### src/rtl/kmeans_acc_update_block.sv
// rtl/kmeans_acc_update_block.sv - k-means per-centroid accumulator with sequential centroid-update divider
//
// Purpose:
//   Accumulates per-centroid, per-dimension coordinate sums and per-centroid
//   sample counts from the distance pipeline. On update_start, a sequential
//   FSM computes new_centroid[k][d] = sum[k][d] / count[k] with a restoring
//   divider (one quotient bit per cycle), then clears the accumulators.
//
// Optional build macro:
//   KMEANS_ACC_ROUND_EN - when defined, the dividend is sum + (count>>1), giving
//                         round-half-up; when undefined, the quotient truncates.
//
// Ports:
//   clk            in   rising-edge clock
//   rst_n          in   asynchronous active-low reset
//   in_valid       in   sample present on in_data/in_sel
//   in_ready       out  block accepts samples (FSM idle)
//   in_data        in   DIMS*DATA_W sample, dim d at [d*DATA_W +: DATA_W]
//   in_sel         in   SEL_W centroid index for the sample
//   old_centroids  in   K*DIMS*DATA_W current centroids, element (k,d) at k*DIMS+d
//   update_start   in   pulse: begin computing new centroids
//   busy           out  FSM not idle
//   done           out  pulse: new_centroids complete
//   new_centroids  out  K*DIMS*DATA_W computed centroids, same packing as old_centroids
//   overflow       out  sticky: a sample was dropped because its counter was saturated

module kmeans_acc_update_block #(
    parameter int K      = 2,
    parameter int DIMS   = 2,
    parameter int DATA_W = 8,
    parameter int CNT_W  = 8,
    parameter int ACC_W  = 16,
    parameter int SEL_W  = $clog2(K)
) (
    input  logic                       clk,
    input  logic                       rst_n,
    input  logic                       in_valid,
    output logic                       in_ready,
    input  logic [DIMS*DATA_W-1:0]     in_data,
    input  logic [SEL_W-1:0]           in_sel,
    input  logic [K*DIMS*DATA_W-1:0]   old_centroids,
    input  logic                       update_start,
    output logic                       busy,
    output logic                       done,
    output logic [K*DIMS*DATA_W-1:0]   new_centroids,
    output logic                       overflow
);

    localparam int NE  = K * DIMS;
    localparam int E_W = $clog2(NE);
    localparam int D_W = (DIMS > 1) ? $clog2(DIMS) : 1;
    localparam int B_W = $clog2(ACC_W + 1);
    localparam logic [SEL_W:0] K_SEL = (SEL_W + 1)'(K);

    typedef enum logic [2:0] {
        S_IDLE  = 3'd0,
        S_LOAD  = 3'd1,
        S_DIV   = 3'd2,
        S_STORE = 3'd3,
        S_DONE  = 3'd4
    } state_t;

    state_t                     r_state;
    state_t                     w_next;

    logic [ACC_W-1:0]           r_sum [NE];
    logic [CNT_W-1:0]           r_cnt [K];
    logic [K*DIMS*DATA_W-1:0]   r_new;
    logic                       r_overflow;

    // Element walk: r_k/r_d are the (centroid, dimension) pair, r_e the flat index.
    logic [SEL_W-1:0]           r_k;
    logic [D_W-1:0]             r_d;
    logic [E_W-1:0]             r_e;

    // Divider: r_q starts as the dividend and shifts into the quotient.
    logic [ACC_W-1:0]           r_q;
    logic [CNT_W-1:0]           r_rem;
    logic [CNT_W-1:0]           r_div;
    logic [B_W-1:0]             r_bit;

    logic                       w_accept;
    logic                       w_sel_ok;
    logic                       w_cnt_full;
    logic                       w_take;
    logic [ACC_W-1:0]           w_sum_sel;
    logic [DATA_W-1:0]          w_old_sel;
    logic [CNT_W-1:0]           w_cnt_sel;
    logic [ACC_W-1:0]           w_dividend;
    logic                       w_last_e;
    logic                       w_last_d;
    logic [CNT_W:0]             w_trial;
    logic                       w_ge;
    logic [CNT_W-1:0]           w_rem_next;
    logic [DATA_W-1:0]          w_res;

    // ------------------------------------------------------------------
    // FSM: state register
    // ------------------------------------------------------------------
    always_ff @(posedge clk or negedge rst_n) begin
        if (!rst_n) begin
            r_state <= S_IDLE;
        end else begin
            r_state <= w_next;
        end
    end

    // ------------------------------------------------------------------
    // FSM: next-state logic
    // ------------------------------------------------------------------
    always_comb begin
        w_next = r_state;
        unique case (r_state)
            S_IDLE:  if (update_start) w_next = S_LOAD;
            // Empty cluster skips the divide and keeps its old centroid.
            S_LOAD:  w_next = (w_cnt_sel == '0) ? S_STORE : S_DIV;
            S_DIV:   if (r_bit == '0) w_next = S_STORE;
            S_STORE: w_next = w_last_e ? S_DONE : S_LOAD;
            S_DONE:  w_next = S_IDLE;
            default: w_next = S_IDLE;
        endcase
    end

    // ------------------------------------------------------------------
    // FSM: outputs
    // ------------------------------------------------------------------
    always_comb begin
        busy     = (r_state != S_IDLE);
        in_ready = (r_state == S_IDLE);
        done     = (r_state == S_DONE);
    end

    // ------------------------------------------------------------------
    // Accumulator-side decode
    // ------------------------------------------------------------------
    always_comb begin
        w_accept   = in_valid && in_ready;
        w_sel_ok   = ({1'b0, in_sel} < K_SEL);
        w_cnt_full = 1'b0;
        for (int k = 0; k < K; k++) begin
            if (in_sel == SEL_W'(k)) w_cnt_full = &r_cnt[k];
        end
        w_take = w_accept && w_sel_ok && !w_cnt_full;
    end

    // ------------------------------------------------------------------
    // Element operand selection for the current (k,d)
    // ------------------------------------------------------------------
    always_comb begin
        w_sum_sel = '0;
        w_old_sel = '0;
        for (int i = 0; i < NE; i++) begin
            if (r_e == E_W'(i)) begin
                w_sum_sel = r_sum[i];
                w_old_sel = old_centroids[i*DATA_W +: DATA_W];
            end
        end
        w_cnt_sel = '0;
        for (int k = 0; k < K; k++) begin
            if (r_k == SEL_W'(k)) w_cnt_sel = r_cnt[k];
        end
`ifdef KMEANS_ACC_ROUND_EN
        // ACC_W >= DATA_W+CNT_W leaves headroom for the half-divisor term.
        w_dividend = w_sum_sel + ACC_W'(w_cnt_sel >> 1);
`else
        w_dividend = w_sum_sel;
`endif
        w_last_e = (r_e == E_W'(NE - 1));
        w_last_d = (r_d == D_W'(DIMS - 1));
    end

    // ------------------------------------------------------------------
    // Restoring divide step and result saturation
    // ------------------------------------------------------------------
    always_comb begin
        // Remainder stays below the divisor, so CNT_W+1 bits hold the trial value.
        w_trial    = {r_rem, r_q[ACC_W-1]};
        w_ge       = (w_trial >= {1'b0, r_div});
        w_rem_next = w_ge ? CNT_W'(w_trial - {1'b0, r_div}) : CNT_W'(w_trial);
        w_res      = (|r_q[ACC_W-1:DATA_W]) ? {DATA_W{1'b1}} : r_q[DATA_W-1:0];
    end

    // ------------------------------------------------------------------
    // Datapath registers
    // ------------------------------------------------------------------
    always_ff @(posedge clk or negedge rst_n) begin
        if (!rst_n) begin
            for (int i = 0; i < NE; i++) r_sum[i] <= '0;
            for (int k = 0; k < K; k++)  r_cnt[k] <= '0;
            r_new      <= '0;
            r_overflow <= 1'b0;
            r_k        <= '0;
            r_d        <= '0;
            r_e        <= '0;
            r_q        <= '0;
            r_rem      <= '0;
            r_div      <= '0;
            r_bit      <= '0;
        end else begin
            // Accumulation only happens while idle (in_ready gates w_accept).
            if (w_take) begin
                for (int k = 0; k < K; k++) begin
                    if (in_sel == SEL_W'(k)) begin
                        r_cnt[k] <= r_cnt[k] + CNT_W'(1);
                        for (int d = 0; d < DIMS; d++) begin
                            r_sum[k*DIMS+d] <= r_sum[k*DIMS+d]
                                             + ACC_W'(in_data[d*DATA_W +: DATA_W]);
                        end
                    end
                end
            end
            if (w_accept && w_sel_ok && w_cnt_full) begin
                r_overflow <= 1'b1;
            end

            unique case (r_state)
                S_IDLE: begin
                    if (update_start) begin
                        r_k <= '0;
                        r_d <= '0;
                        r_e <= '0;
                    end
                end
                S_LOAD: begin
                    r_rem <= '0;
                    r_div <= w_cnt_sel;
                    r_bit <= B_W'(ACC_W - 1);
                    // For an empty cluster the old centroid rides through r_q to STORE.
                    r_q   <= (w_cnt_sel == '0) ? ACC_W'(w_old_sel) : w_dividend;
                end
                S_DIV: begin
                    r_q   <= {r_q[ACC_W-2:0], w_ge};
                    r_rem <= w_rem_next;
                    r_bit <= r_bit - B_W'(1);
                end
                S_STORE: begin
                    for (int i = 0; i < NE; i++) begin
                        if (r_e == E_W'(i)) r_new[i*DATA_W +: DATA_W] <= w_res;
                    end
                    r_e <= r_e + E_W'(1);
                    if (w_last_d) begin
                        r_d <= '0;
                        r_k <= r_k + SEL_W'(1);
                    end else begin
                        r_d <= r_d + D_W'(1);
                    end
                end
                S_DONE: begin
                    for (int i = 0; i < NE; i++) r_sum[i] <= '0;
                    for (int k = 0; k < K; k++)  r_cnt[k] <= '0;
                end
                default: begin
                end
            endcase
        end
    end

    assign new_centroids = r_new;
    assign overflow      = r_overflow;

endmodule

### config.mk
export PLATFORM = sky130hd
export DESIGN_NAME = kmeans_acc_update_block
export DESIGN_NICKNAME = d
export VERILOG_FILES = /design/src/rtl/kmeans_acc_update_block.sv
export SDC_FILE = /design/constraint.sdc
export NUM_CORES = 1
export LEC_CHECK = 0
export ABC_AREA = 1
export CAP_MARGIN = 20
export CORE_MARGIN = 1.5
export CORE_UTILIZATION = 40
export CTS_BUF_LIST = sky130_fd_sc_hd__clkbuf_4
export DETAILED_ROUTE_END_ITERATION = 7
export MAX_ROUTING_LAYER = met4
export PLACE_DENSITY_LB_ADDON = 0.2
export SLEW_MARGIN = 20
export SYNTH_ARGS = -nofsm -noshare
export SYNTH_HDL_FRONTEND = slang
export SYNTH_SLANG_ARGS = --single-unit
### constraint.sdc
create_clock -name clk -period 2.5 [get_ports clk]
set_input_delay 0.375 -clock clk [delete_from_list [all_inputs] [get_ports clk]]
set_output_delay 0.375 -clock clk [all_outputs]
set_load 0.005 [all_outputs]
== Word-level counts from Yosys, hierarchy flattened ==
Cells that the tools add are included.

* Register bits after elaboration: 157
* Word-level logic and storage cells: 103
* Output and inout port bits: 36

* Add/sub/neg operators: 11
* Magnitude comparators: 1
* Multiplexer cells: 36
* Reduce and logical (&&, ||, !) cells: 25
* Equality and inequality tests: 11

{| class="wikitable"
|+ Operator list
! operator !! number
|-
| $mux W64 || 2
|-
| $mux W16 || 7
|-
| $mux W8 || 9
|-
| $add A16 B8 Y16 || 4
|-
| $mux W32 || 2
|-
| $pmux W16 S2 || 1
|-
| $add A8 B1 Y8 const B || 2
|-
| $pmux W8 S2 || 1
|-
| $reduce_and A2 Y1 || 8
|-
| $reduce_and A8 Y1 || 2
|-
| $pmux W3 S4 || 1
|-
| $pmux W5 S2 || 1
|-
| $ge A9 B8 Y1 || 1
|-
| $mux W3 || 3
|-
| $logic_not A8 Y1 || 1
|-
| $reduce_bool A2 Y1 || 4
|-
| $reduce_or A8 Y1 || 1
|-
| $sub A8 B8 Y8 || 1
|-
| $eq A3 B2 Y1 const B || 2
|-
| $logic_not A5 Y1 || 1
|-
| $mux W1 || 5
|-
| $sub A5 B1 Y5 const B || 1
|-
| $eq A2 B2 Y1 const B || 2
|-
| $ne A2 B1 Y1 const B || 2
|-
| 15 further kinds || 20
|}

== Depth between registers and ports, before layout ==
* Depth in word-level cells: 7
* Mapped depth: 12
* Mapped depth without buffers: 12

== Worst setup path after synthesis ==
No wires, ideal clock.

* Path kind: register -> register
* From: register r_rem[4]
* To: register r_rem[4]
* Setup slack: 0.767 ns
* Arrival time: 1.615 ns
* Path buffers: 0
* Stages on the path, launching flop included: 9
* Period minus slack after synthesis: 1.733 ns
* Required time: 2.382 ns
* Library setup time: 0.118 ns
* Path through: dfrtp_1 > ha_1 > nand2_1 > nor2_1 > nand3_2 > nand4_1 > nand2_1 > nand3_1 > nand2_1

* Longest elaborated chain between the ends: 3

{| class="wikitable"
|+ RTL lines
! element !! line !! RTL
|-
| from (decl) || 78 || <nowiki>logic [CNT_W-1:0] r_rem;</nowiki>
|-
| from (signal assigned) || 233 || <nowiki>r_rem <= w_rem_next;</nowiki>
|-
| $ge A9 B8 Y1 || 178 || <nowiki>w_ge = (w_trial >= {1'b0, r_div});</nowiki>
|-
| $mux W8 || 179 || <nowiki>w_rem_next = w_ge ? CNT_W'(w_trial - {1'b0, r_div}) : CNT_W'(w_trial);</nowiki>
|-
| $pmux W8 S2 || 216 || <nowiki>unique case (r_state)</nowiki>
|}

Every way passes these cells.
A chain may end at the register's enable or synchronous reset.

== Worst setup path after layout ==
* From: register r_state[0]
* To: output port done

* Longest elaborated chain between the ends: 1

{| class="wikitable"
|+ RTL lines
! element !! line !! RTL
|-
| from (decl) || 63 || <nowiki>state_t r_state;</nowiki>
|-
| from (signal assigned) || 104 || <nowiki>r_state <= w_next;</nowiki>
|-
| $eq A3 B3 Y1 || 130 || <nowiki>done = (r_state == S_DONE);</nowiki>
|-
| to (decl) || 44 || <nowiki>output logic done,</nowiki>
|}

Every way passes these cells.

==> summary.md <==
| Metric | Value |
|---|---|
| Finish-stage setup viols | `0` |
| Clk buf depth | `2` |
| Worst Path Required | `2.12 ns` |
| Area growth, synth to finish | `15.9%` |
| CTS sink count | `about 160` |
| Finished Cell Area | `roughly 12000 µm²` |
| Sequential power share | `0.309` |
| Largest net degree at the start of global routing | `65` |
| Global-route wire length before repair | `approximately 47 mm` |
| Antenna violations before repair | `1` |
| Vias | `between 9k and 10k` |
| Max Slew Vio Count | `0` |
| Port Buffers | `approximately 90` |
| Share of cells above drive strength 1 | `0.0862` |
| Clock Latency Late Sink | `around 0.6 ns` |
| CP max-delay cell | `clkdlybuf4s50_1` |
| Mapped cell area | `about 11000 µm²` |
| DR iter-0 viols | `~700` |
| Placed cell area | `about 12000 µm²` |
| Pwr/cell area | `1120 nW/µm²` |
| Clk pwr share | `0.125` |
| Internal | `about 7.1 mW` |
| Period utilization | `0.954` |
| Post-layout nets | `1625` |
| Critical path fanouts, max | `7` |
| Status | `complete, no violations` |
| Placer Congestion | `about 0.92` |
| Chip height | `between 150 and 200 µm` |
| Reg2reg end | `r_q[4]` |
| Crit end category | `primary output` |
| Gr ovfl total | `0` |
| Setup TNS | `0 ns` |
| Die area | `between 20000 and 30000 µm²` |
| Switching portion of total power | `0.481` |
| FF-to-FF path depth | `11` |
| Ys Warns | `0` |
| Critical Path Start Type | `flop` |
| Yosys top cell area share | `0.372` |
| DRT antenna net count | `0` |
| Post-synth top flop | `dfrtp_1` |
| Synthesized area per cell | `between 7 and 8 µm²` |
| Drt first pass iters | `5` |
| Worst path max stage delay | `around 0.53 ns` |
| Area of the core | `26000 µm²` |
| CTS tree | `done` |
| Gr usage total | `0.229` |
| CTS Buf Count | `17` |
| Crit-path cells | `nor3_2 > buf_4 > clkdlybuf4s50_1` |
| FF-to-FF Start | `r_e[1]` |
| Initial core utilization | `0.407` |
| HPWL after DPL | `roughly 23 mm` |
| Maxcap violations | `0` |
| Yosys cell types | `47` |
| Min Clock Period, post-route | `roughly 2.4 ns` |
| CP arrival | `around 2 ns` |
| Pleak | `6.16 nW` |
| FMAX | `around 420 MHz` |
| Vias in the first global route | `between 8k and 9k` |
| Peak supply drop | `0.590 mV` |
| Cells after synthesis | `around 1.4k` |
| Mean routed wirelength per cell | `15.6 µm` |
| Root buf cell | `clkbuf_4` |
| Worst Max-Slew Pin Slew | `between 0.6 and 0.7 ns` |
| Seq/Total Area, Yosys | `0.372` |
| Die X | `around 170 µm` |
| Post-synth top area cell | `dfrtp_1` |
| Sw power | `6.59 mW` |
| DR DRC count | `0` |
| # H-tree levels | `4` |
| Logic pwr share | `0.566` |
| HP Class | `primary input to async pin` |
| Number of synthesized register bits | `approximately 160` |
| Critical path type | `flop to primary output` |
| Syn Nets | `around 1.5k` |
| Io pins | `slightly below 90` |
| Unrepaired setup endpoints after global routing | `no` |
| EDFF count, synth | `0` |
| Clk slew on worst S/H paths | `between 0.15 and 0.2 ns` |
| R2R Setup Slk | `roughly 0.34 ns` |
| Routed wire length | `a little under 30 mm` |
| Dominant cells by area after synthesis | `dfrtp_1 37%, nand2_1 16%, inv_1 6.2%` |
| Asr flop ratio synth | `1.00` |
| Rel. slew slack | `0.579` |
| Vias per cell | `just over 5` |
| Clk_skew | `roughly 0.032 ns` |
| Fin. Hold Viols | `0` |
| # rows | `between 50 and 60` |
[worst max-delay path by stage]
stage | to | cells past startpoint | start
4_1_cts | done | 3 | r_state[0]
3_3_place_gp | r_sum[10] | 12 | in_data[8]
6_report | done | 3 | r_state[0]
2_1_floorplan | r_rem[4] | 8 | r_rem[4]
3_5_place_dp | r_sum[10] | 12 | in_data[8]
5_1_grt | done | 3 | r_state[0]
[stage by stage]
stage	utilization	hold WS [ns]	total power, mW	instances	worst slack [ns]
floorplan	-	0.0794	9.46	1419	0.767
global placement	0.458	0.406	11.9	1833	0.170
detailed placement	0.458	0.412	12.0	1833	0.107
CTS	0.471	0.305	13.7	1867	0.0363
global route	0.472	0.343	15.0	1868	0.00482
finish	0.472	0.306	13.7	1868	0.115
[area by class of cell]
class	instances	area, µm²
Fill cell	2622	13700
Multi-Input combinational cell	1040	5750
Sequential cell	157	3930
Timing Repair Buffer	117	1130
Inverter	186	701
Tap cell	335	419
Clock inverter	15	193
Clock buffer	17	128
Antenna cell	1	2.50
[per-layer routing]
metal	global-route usage	vias to the layer above	wire, µm
met1	0.303	4403	14000
met3	0.0412	29	1380
met2	0.364	224	13400
met4	0.0532	0	429
met5	-	-	0
li1	-	4823	-
[registers in the layout (all words and copies together) (netlist names)]
register	flops
r_cnt	16
r_bit	5
r_e	2
r_div	8
r_state	3
r_d	1
new_centroids	32
r_sum	64
r_q	16
r_rem	8
overflow	1
r_k	1
[cell families after synthesis]
family,share of synthesized area
flops,0.372
compound gates,0.123
xor+xnor,0.0207
buf+inv,0.0842
simple gates,0.288
mux,0.0455
fa+ha+maj,0.0663
[Yosys cell counts (4+ instances only)]
cell type,n
nand2_1,442
inv_1,174
dfrtp_1,157
nand3_1,96
nor2_1,96
o21ai_0,82
a21oi_1,75
ha_1,48
mux2_4,32
nand4_1,27
o22ai_1,23
xnor2_1,21
clkbuf_1,19
o21ai_1,15
inv_2,11
buf_2,10
o21bai_1,10
a22oi_1,9
nand3b_1,7
o211ai_1,7
fa_1,5
nor3_1,5
buf_6,4
nor2_8,4
or2_2,4
xor2_1,4
[critical path: cells and delay by family, from the launching register on]
kind | cells | cell delay (ns)
buffers and inverters | 2 | 0.76
and+or+nand+nor | 1 | 0.18
DFF | 1 | 0.48
[timing repair]
item                                   4_1_cts  5_1_grt
endpoints found under the hold margin       59        0
hold buffers                                 1        0
resized for setup                            1        1
buffers inserted                             1        0
setup endpoints to repair                    1        1
[layout by cell type (no fill, tap or decap), types with 4 or more instances in the layout]
master / count
nand3_1: 96
nor2_1: 96
o22ai_1: 23
nand2_1: 442
fa_1: 5
o21ai_1: 15
o21bai_1: 10
ha_1: 48
inv_2: 11
dfrtp_1: 155
a21oi_1: 75
nand3b_1: 7
clkdlybuf4s50_1: 87
clkinv_8: 4
o211ai_1: 7
mux2_4: 32
nor3_1: 5
a22oi_1: 9
inv_8: 4
inv_1: 174
xor2_1: 4
o21ai_0: 82
xnor2_1: 21
nand4_1: 27
clkbuf_4: 17
or2_2: 4
buf_4: 26
nor2_8: 4
[power groups by stage]
stage          logic [mW]  registers, mW  clock network, mW
6_report             7.75           4.23               1.72
5_1_grt              8.75           4.35               1.88
3_3_place_gp         7.62           4.26                  0
4_1_cts              7.73           4.22               1.76
2_1_floorplan        5.43           4.03                  0
3_5_place_dp         7.70           4.28                  0
No activity file was read; power rests on OpenSTA's default activity.
